===== src/rtl/comb_settle_timer.sv =====
// Loadable 4-bit down-counter with a zero flag; it holds at zero until
// it is reloaded.
module comb_settle_timer (
  input  logic       clk,
  input  logic       rst_n,
  input  logic       load,
  input  logic       en,
  input  logic [3:0] load_val,
  output logic       zero
);

  logic [3:0] cnt_q;

  always_ff @(posedge clk or negedge rst_n) begin
    if (!rst_n) begin
      cnt_q <= 4'd0;
    end else if (load) begin
      cnt_q <= load_val;
    end else if (en && (cnt_q != 4'd0)) begin
      cnt_q <= cnt_q - 4'd1;
    end
  end

  assign zero = (cnt_q == 4'd0);

endmodule


===== config.mk =====
export PLATFORM = sky130hd
export DESIGN_NAME = comb_settle_timer
export DESIGN_NICKNAME = d
export VERILOG_FILES = /design/src/rtl/comb_settle_timer.sv
export SDC_FILE = /design/constraint.sdc
export NUM_CORES = 1
export LEC_CHECK = 0
export ABC_AREA = 1
export CAP_MARGIN = 10
export CORE_AREA = 2 2 39 41
export CTS_CLUSTER_SIZE = 10
export DETAILED_ROUTE_END_ITERATION = 16
export DIE_AREA = 0 0 41 43
export GPL_TIMING_DRIVEN = 0
export PLACE_DENSITY_LB_ADDON = 0.1
export SETUP_SLACK_MARGIN = 0.2
export SYNTH_ARGS = -nofsm -noshare
export SYNTH_HDL_FRONTEND = slang
export SYNTH_SLANG_ARGS = --single-unit
export TNS_END_PERCENT = 20

===== constraint.sdc =====
create_clock -name clk -period 1.2 [get_ports clk]
set_input_delay 0.12 -clock clk [delete_from_list [all_inputs] [get_ports clk]]
set_output_delay 0.12 -clock clk [all_outputs]
set_load 0.005 [all_outputs]

==> results of run 1 <==
-- through the flow --
stage / total power (W) / util
global placement: 0.000406 / 0.295
floorplan: 0.000332 / -
global route: 0.000705 / 0.345
finish: 0.000641 / 0.345
detailed placement: 0.000404 / 0.295
CTS: 0.000627 / 0.335
-- timing repair --
action                     in CTS  in global routing
hold buffers                    0                  0
setup endpoints to repair       5                  5
pin swaps                       3                  1
gates resized for setup         7                  3
cloned                          0                  0
buffers inserted                4                  0
-- cells by family after synthesis --
group           synth area share
fa+ha+maj                 0.0424
flops                      0.339
compound gates            0.0339
simple gates               0.496
buf+inv                   0.0890
-- metal layers --
metal	global-route usage	vias up	share of wire
met3	0.0314	0	0.047
met4	0.0400	0	0
li1	-	169	-
met5	0	-	0
met2	0.166	5	0.50
met1	0.114	138	0.45
-- cell usage in the layout (no fill, tap or decap) --
cell,Yosys,final
nor2_2,1,1
clkbuf_4,0,3
buf_4,0,3
nor2_4,0,1
buf_6,0,2
o21ai_0,2,2
clkdlybuf4s50_1,0,7
nand3b_1,2,2
ha_4,0,1
inv_2,1,4
nand2_2,2,1
nand2_4,1,2
clkinv_1,1,1
dfrtp_1,4,4
nor2_1,2,1
nand3_1,3,3
inv_1,5,2
nand2_1,21,21
-- layout make-up --
type                       count  area [sq um]
sequential                     4           100
timing repair buffer          12           115
clock buffer                   3          22.5
fill                         176           906
inverter                       7          26.3
tap                           16          20.0
multi-input combinational     35           194
-- worst max-delay path, stage by stage, from the launching register on --
cell and delay, ns:
dfrtp_1 0.38, inv_2 0.08, ha_4 0.15, nand2_4 0.06, inv_2 0.05, buf_6 0.08
-- report_power, final --
group          leakage, nW  internal [W]  switching (W)
logic                0.188      0.000150       0.000132
clock network       0.0138      0.000112      0.0000528
registers           0.0489      0.000163      0.0000310
total                0.251      0.000425       0.000216
-- worst max path at each step --
| stage | slack [ns] | from | to | depth (start not counted) |
|---|---|---|---|---|
| 3_3_place_gp | -0.15 | cnt_q[0] | zero | 5 |
| 4_1_cts | 0.05 | cnt_q[0] | zero | 5 |
| 3_5_place_dp | -0.15 | cnt_q[0] | zero | 5 |
| 2_1_floorplan | 0.21 | cnt_q[0] | cnt_q[2] | 7 |
| 6_report | 0.06 | cnt_q[1] | zero | 5 |
| 5_1_grt | 0.008 | cnt_q[1] | zero | 5 |
==> impl_metrics.yaml, run 1 <==
outcome:
  status: "finished clean"
grt:
  grt_usage: 0.101
  grt.overflow.total: 0
  grt_pass1_vias: 319
  grt_max_degree: 9
  grt_pass1_wl_mm: 1.21
  antenna_found_initial: 0
sta:
  worst_slack_ns: 0.0606
  fin_tns_setup_ns: 0
  worstMarginPinSlew_ns: 0.322
  hold_ws_ns: 0.0907
  skew_ns: 0.00162
  period_share: 0.950
  max_slew_margin: 0.784
  fmax_mhz: 878
  hold_viol_final: 0
  finalSetupViolations: 0
  drv_slew: 0
  fin_crit_ns: 1.14
  rsz0062_at_grt: "yes"
layout:
  largest_reg_flops: 4
  drive_above_1_share: 0.295
  nets: 72
  largest-register: "cnt_q"
  finalNonFillerCells: 77
  area_growth_syn_to_layout_pct: 61.9
  diodes: 0
  stdcell_area_sq_um: 478
  largestRegisters: "cnt_q: 4 flops"
die:
  io_pins: 9
  rows: 14
  die-area_sq_um: 1760
  initial_core_util: 0.213
  core-area_sq_um: 1380
  dieHeight_microns: 43
  die_w_microns: 41
synthesis:
  synth_most_common_cell: "nand2_1"
  synth_nets: 55
  syn_area_sq_um: 295
  synth_common_cells: "nand2_1, inv_1, dfrtp_1"
  synth_cell_types: 13
  yosysWarningCount: 0
  synth_area_leaders: "dfrtp_1, nand2_1, inv_1"
  syn_inst: 46
  synth_top_flop_cell: "dfrtp_1"
  synth_seq_cells: 4
  synth_top_area_frac: 0.339
  yosys.area.top_type: "dfrtp_1"
  syn_area_per_cell_sq_um: 6.42
  synth_edf_count: 0
  synthArstFlopShare: 1.00
  synth_seq_area_share: 0.339
clock_network:
  clock_path_buffers: 2
  cts_root_buf: "clkbuf_4"
  clk_latency_ns: 0.23
  numCtsBuffers: 3
  cts_tree: "done"
  clk_pin_slew_ns: 0.04
  htreeDepth: 1
  clock_sinks: 4
setup_path:
  start_kind: "flip-flop"
  worst_r2r_path_depth: 10
  end_kind: "output port"
  crit_required_ns: 1.08
  crit_type: "flip-flop to output port"
  r2r_end: "cnt_q[2]"
  r2r_setup_slack_ns: 0.09
  crit_arrival_ns: 1.02
  critPathMaxFanout: 2
  timing.rr.start: "cnt_q[1]"
routing:
  avgRoutedWirePerCell_microns: 9.09
  drtIter0Drc: 1
  drt-pass1-iter-count: 2
  drt_drc_violations_left: 0
  viasPerCell: 4.05
  vias: 312
  drt_wl_total_microns: 700
  drtAntennaViolNets: 0
placed_design:
  dp_hpwl_microns: 523
  place_inst: 70
  portBuffers: 8
  place_area_sq_um: 408
  dp_slack_ns: -0.154
  place_congestion: 0.616
pwr:
  p_leak_nw: 0.251
  peakVddDrop_v: 0.000543
  power_density_nw_per_um2: 1340
job:
  drv_cap: 0
hold_path:
  hold_path_class: "primary input to asynchronous set/reset pin"
No activity file was read; power rests on OpenSTA's default activity.
==> run 2, diff against run 1 <==
==> constraint.sdc (replaced) <==
create_clock -name clk -period 1.2 [get_ports clk]
set_input_delay 0.18 -clock clk [delete_from_list [all_inputs] [get_ports clk]]
set_output_delay 0.18 -clock clk [all_outputs]
set_load 0.005 [all_outputs]
==> impl_metrics.yaml, run 2 (synthesis gave the netlist of run 1 again) <==
outcome:
  status: "finished clean"
routing:
  vias: 319
  avgRoutedWirePerCell_microns: 8.91
  viasPerCell: 4.09
  drt_wl_total_microns: 695
  drtIter0Drc: 1
  drt-pass1-iter-count: 2
  drt_drc_violations_left: 0
  drtAntennaViolNets: 0
die:
  dieHeight_microns: 43
  die_w_microns: 41
  die-area_sq_um: 1760
  io_pins: 9
  rows: 14
  initial_core_util: 0.213
  core-area_sq_um: 1380
layout:
  fill_cells: 174
  largest-register: "cnt_q"
  area_growth_syn_to_layout_pct: 65.7
  largestRegisters: "cnt_q: 4 flops"
  multiInputGateArea_sq_um: 201
  largest_reg_flops: 4
  most-common-layout-cells: "nand2_1, clkdlybuf4s50_1, buf_4"
  seqCellArea_sq_um: 100
  finalNonFillerCells: 78
  layout_commonest_cell: "nand2_1"
  nets: 73
  diodes: 0
  drive_above_1_share: 0.323
  stdcell_area_sq_um: 489
clock_network:
  clk_latency_ns: 0.23
  clock_sinks: 4
  cts_root_buf: "clkbuf_4"
  numCtsBuffers: 3
  clk_pin_slew_ns: 0.04
  htreeDepth: 1
  cts_hold_buf: 0
  cts_tree: "done"
  clock_path_buffers: 2
hold_path:
  hold_path_class: "primary input to asynchronous set/reset pin"
sta:
  drv_slew: 0
  worstMarginPinSlew_ns: 0.325
  hold_viol_final: 0
  fin_tns_setup_ns: 0
  fin_crit_ns: 1.18
  period_share: 0.981
  rsz0062_at_grt: "yes"
  worst_slack_ns: 0.0231
  skew_ns: 0.00162
  finalSetupViolations: 0
  max_slew_margin: 0.782
  fmax_mhz: 850
placed_design:
  place_congestion: 0.616
  place_inst: 70
  dp_hpwl_microns: 523
  dp_slack_ns: -0.214
  place_area_sq_um: 408
  portBuffers: 8
setup_path:
  path_buf_inv: 3
  critPathMaxFanout: 2
  slowest_delay_ns: 0.38
  cp_cell_sequence: "inv_2 > ha_4 > nand2_4 > inv_2 > buf_6"
  crit_arrival_ns: 1.00
  crit_top_cell: "inv_2"
  crit_type: "flip-flop to output port"
  start_kind: "flip-flop"
  end_kind: "output port"
  crit_slowest_cell: "dfrtp_1"
  crit_required_ns: 1.02
  cpLargestDelayFamily: "flip-flops"
  r2r_setup_slack_ns: 0.06
grt:
  antenna_found_initial: 0
  grt_pass1_wl_mm: 1.21
  grt_usage: 0.101
  grt_pass1_vias: 319
  grt.overflow.total: 0
  grt_max_degree: 9
pwr:
  peakVddDrop_v: 0.000507
  p_leak_nw: 0.258
  power_density_nw_per_um2: 1320
  total_power_w: 0.000647
job:
  drv_cap: 0
-- run 2: cell types whose count changed in the layout (fill, tap and decap cells not counted) --
cell / previous run / this run
buf_4: 3 / 5
nand2_4: 2 / 3
buf_6: 2 / 1
nand2_1: 21 / 20
-- run 2: where the power goes --
group,switching (W),internal (W)
clock,0.0000528,0.000112
sequential,0.0000309,0.000163
combinational,0.000136,0.000153
total,0.000219,0.000428
-- run 2: final timing paths --
path                             startpoint  endpoint  depth (start not counted)
max in group asynchronous             rst_n  cnt_q[0]                          1
worst max register to register     cnt_q[1]  cnt_q[2]                          8
min in group clk                load_val[3]  cnt_q[3]                          5
worst min-delay path                  rst_n  cnt_q[3]                          1
worst max-delay path               cnt_q[1]      zero                          5
worst min register to register     cnt_q[0]  cnt_q[0]                          3
-- run 2: layout make-up --
cell class | instances | area share
well taps | 16 | 0.0409
multi-input cells | 35 | 0.412
repair buffers | 13 | 0.243
clock buffers | 3 | 0.0460
flip-flops and latches | 4 | 0.205
inverters | 7 | 0.0537
-- run 2: through the flow --
step / hold slack (ns) / utilization
after floorplan: -0.116 / -
after global placement: 0.401 / 0.295
after detailed placement: 0.401 / 0.295
after CTS: 0.149 / 0.340
after global routing: 0.156 / 0.354
final: 0.150 / 0.354
-- run 2: what timing repair did --
item,in CTS,in global routing
pin swaps,3,1
setup buffers,5,0
setup endpoints to repair,5,5
gates resized for setup,7,4
-- run 2: routing by layer --
layer,up-vias,routed length [microns],GRT usage
met4,0,0,0.0400
li1,171,-,-
met1,143,301,0.114
met3,0,33,0.0314
met2,5,361,0.166
met5,-,0,0
==> run 3, diff against run 2 <==
==> constraint.sdc (replaced) <==
create_clock -name clk -period 1.4 [get_ports clk]
set_input_delay 0.21 -clock clk [delete_from_list [all_inputs] [get_ports clk]]
set_output_delay 0.21 -clock clk [all_outputs]
set_load 0.005 [all_outputs]
==> impl_metrics.yaml, run 3 (synthesis gave the netlist of run 1 again) <==
die:
  io_pins: 9
  die_w_microns: 41
  rows: 14
  initial_core_util: 0.213
  core-area_sq_um: 1380
  dieHeight_microns: 43
  die-area_sq_um: 1760
layout:
  largest-register: "cnt_q"
  largest_reg_flops: 4
  most-common-layout-cells: "nand2_1, clkdlybuf4s50_1, buf_4"
  nets: 75
  final_util: 0.355
  drive_above_1_share: 0.344
  area_growth_syn_to_layout_pct: 66.5
  diodes: 0
  layout_commonest_cell: "nand2_1"
  largestRegisters: "cnt_q: 4 flops"
  fill_cells: 164
sta:
  hold_ws_ns: 0.181
  hold_viol_final: 0
  skew_ns: 0.000663
  worst_slack_ns: 0.176
  period_share: 0.874
  fin_crit_ns: 1.22
  rsz0062_at_grt: "yes"
  worstMarginPinSlew_ns: 0.289
  max_slew_margin: 0.807
  fmax_mhz: 817
  drv_slew: 0
  finalSetupViolations: 0
setup_path:
  end_kind: "output port"
  path_buf_inv: 3
  start_kind: "flip-flop"
  crit_arrival_ns: 1.01
  crit_top_cell: "inv_2"
  crit_type: "flip-flop to output port"
  cpLargestDelayFamily: "flip-flops"
  cp_cell_sequence: "inv_2 > ha_4 > nand2_4 > inv_2 > buf_2"
  critPathMaxFanout: 2
  crit_slowest_cell: "dfrtp_1"
  slowest_delay_ns: 0.39
  crit_required_ns: 1.19
clock_network:
  clk_latency_ns: 0.23
  cts_root_buf: "clkbuf_4"
  clock_sinks: 4
  cts_tree: "done"
  clock_path_buffers: 2
  htreeDepth: 1
  numCtsBuffers: 3
  clk_pin_slew_ns: 0.03
routing:
  drtIter0Drc: 4
  viasPerCell: 4.06
  vias: 325
  drtAntennaViolNets: 0
  drt_wl_total_microns: 723
  drt-pass1-iter-count: 4
  avgRoutedWirePerCell_microns: 9.04
  drt_drc_violations_left: 0
placed_design:
  dp_slack_ns: -0.136
  portBuffers: 8
  dp_hpwl_microns: 487
  place_congestion: 0.698
pwr:
  peakVddDrop_v: 0.000489
  power.switching_w: 0.000185
  p_leak_nw: 0.261
  pwr-share-seq: 0.308
  switching_share: 0.332
  pwr-share-comb: 0.450
  total_power_w: 0.000558
  power_density_nw_per_um2: 1130
  clkPwrFrac: 0.242
  internal_power_w: 0.000373
grt:
  antenna_found_initial: 0
  grt_pass1_wl_mm: 1.22
  grt_usage: 0.110
  grt_pass1_vias: 306
  grt_max_degree: 9
  grt.overflow.total: 0
outcome:
  status: "finished clean"
hold_path:
  hold_path_class: "primary input to asynchronous set/reset pin"
job:
  drv_cap: 0
==> run 3: worst paths after layout <==
path,startpoint,end,slack (ns),cells past startpoint
max,cnt_q[1],zero,0.18,5
min,rst_n,cnt_q[3],0.18,1
max reg2reg,cnt_q[1],cnt_q[1],0.23,8
min reg2reg,cnt_q[2],cnt_q[2],0.62,2
max in group asynchronous,rst_n,cnt_q[2],1.04,1
min in group clk,cnt_q[2],cnt_q[2],0.62,2
==> run 3: area by class of cell <==
type	instances	area [sq um]	area share
Clock buffer	3	22.5	0.0458
Inverter	7	26.3	0.0534
Multi-Input combinational cell	35	194	0.394
Sequential cell	4	101	0.206
Tap cell	16	20.0	0.0407
Timing Repair Buffer	15	128	0.260
==> run 3: power by group through the flow <==
stage	sequential (W)	combinational (W)	clock, W
floorplan	0.000158	0.000111	0
global placement	0.000165	0.000165	0
detailed placement	0.000165	0.000164	0
CTS	0.000166	0.000217	0.000146
global route	0.000174	0.000285	0.000155
finish	0.000172	0.000251	0.000135
==> run 3: layer usage <==
metal | routed length (microns) | vias to the layer above | track usage
met5 | 0 | - | 0
met4 | 0 | 0 | 0.0800
met3 | 40 | 0 | 0.0471
met2 | 372 | 8 | 0.156
met1 | 310 | 139 | 0.123
li1 | - | 178 | -
==> run 3: repair_timing <==
action / 4_1_cts / 5_1_grt
hold endpoints to repair: 0 / 0
buffers inserted: 4 / 3
hold buffers: 0 / 0
pin swaps: 3 / 0
gates resized for setup: 11 / 2
gates cloned: 0 / 0
setup endpoints to repair: 1 / 5
==> run 3: stage by stage <==
step           std cells  TNS [ns]  area (sq um)
2_1_floorplan         46         0           295
3_3_place_gp          70    -0.133           395
3_5_place_dp          70    -0.136           395
4_1_cts               77         0           463
5_1_grt               80         0           492
6_report              80         0           492
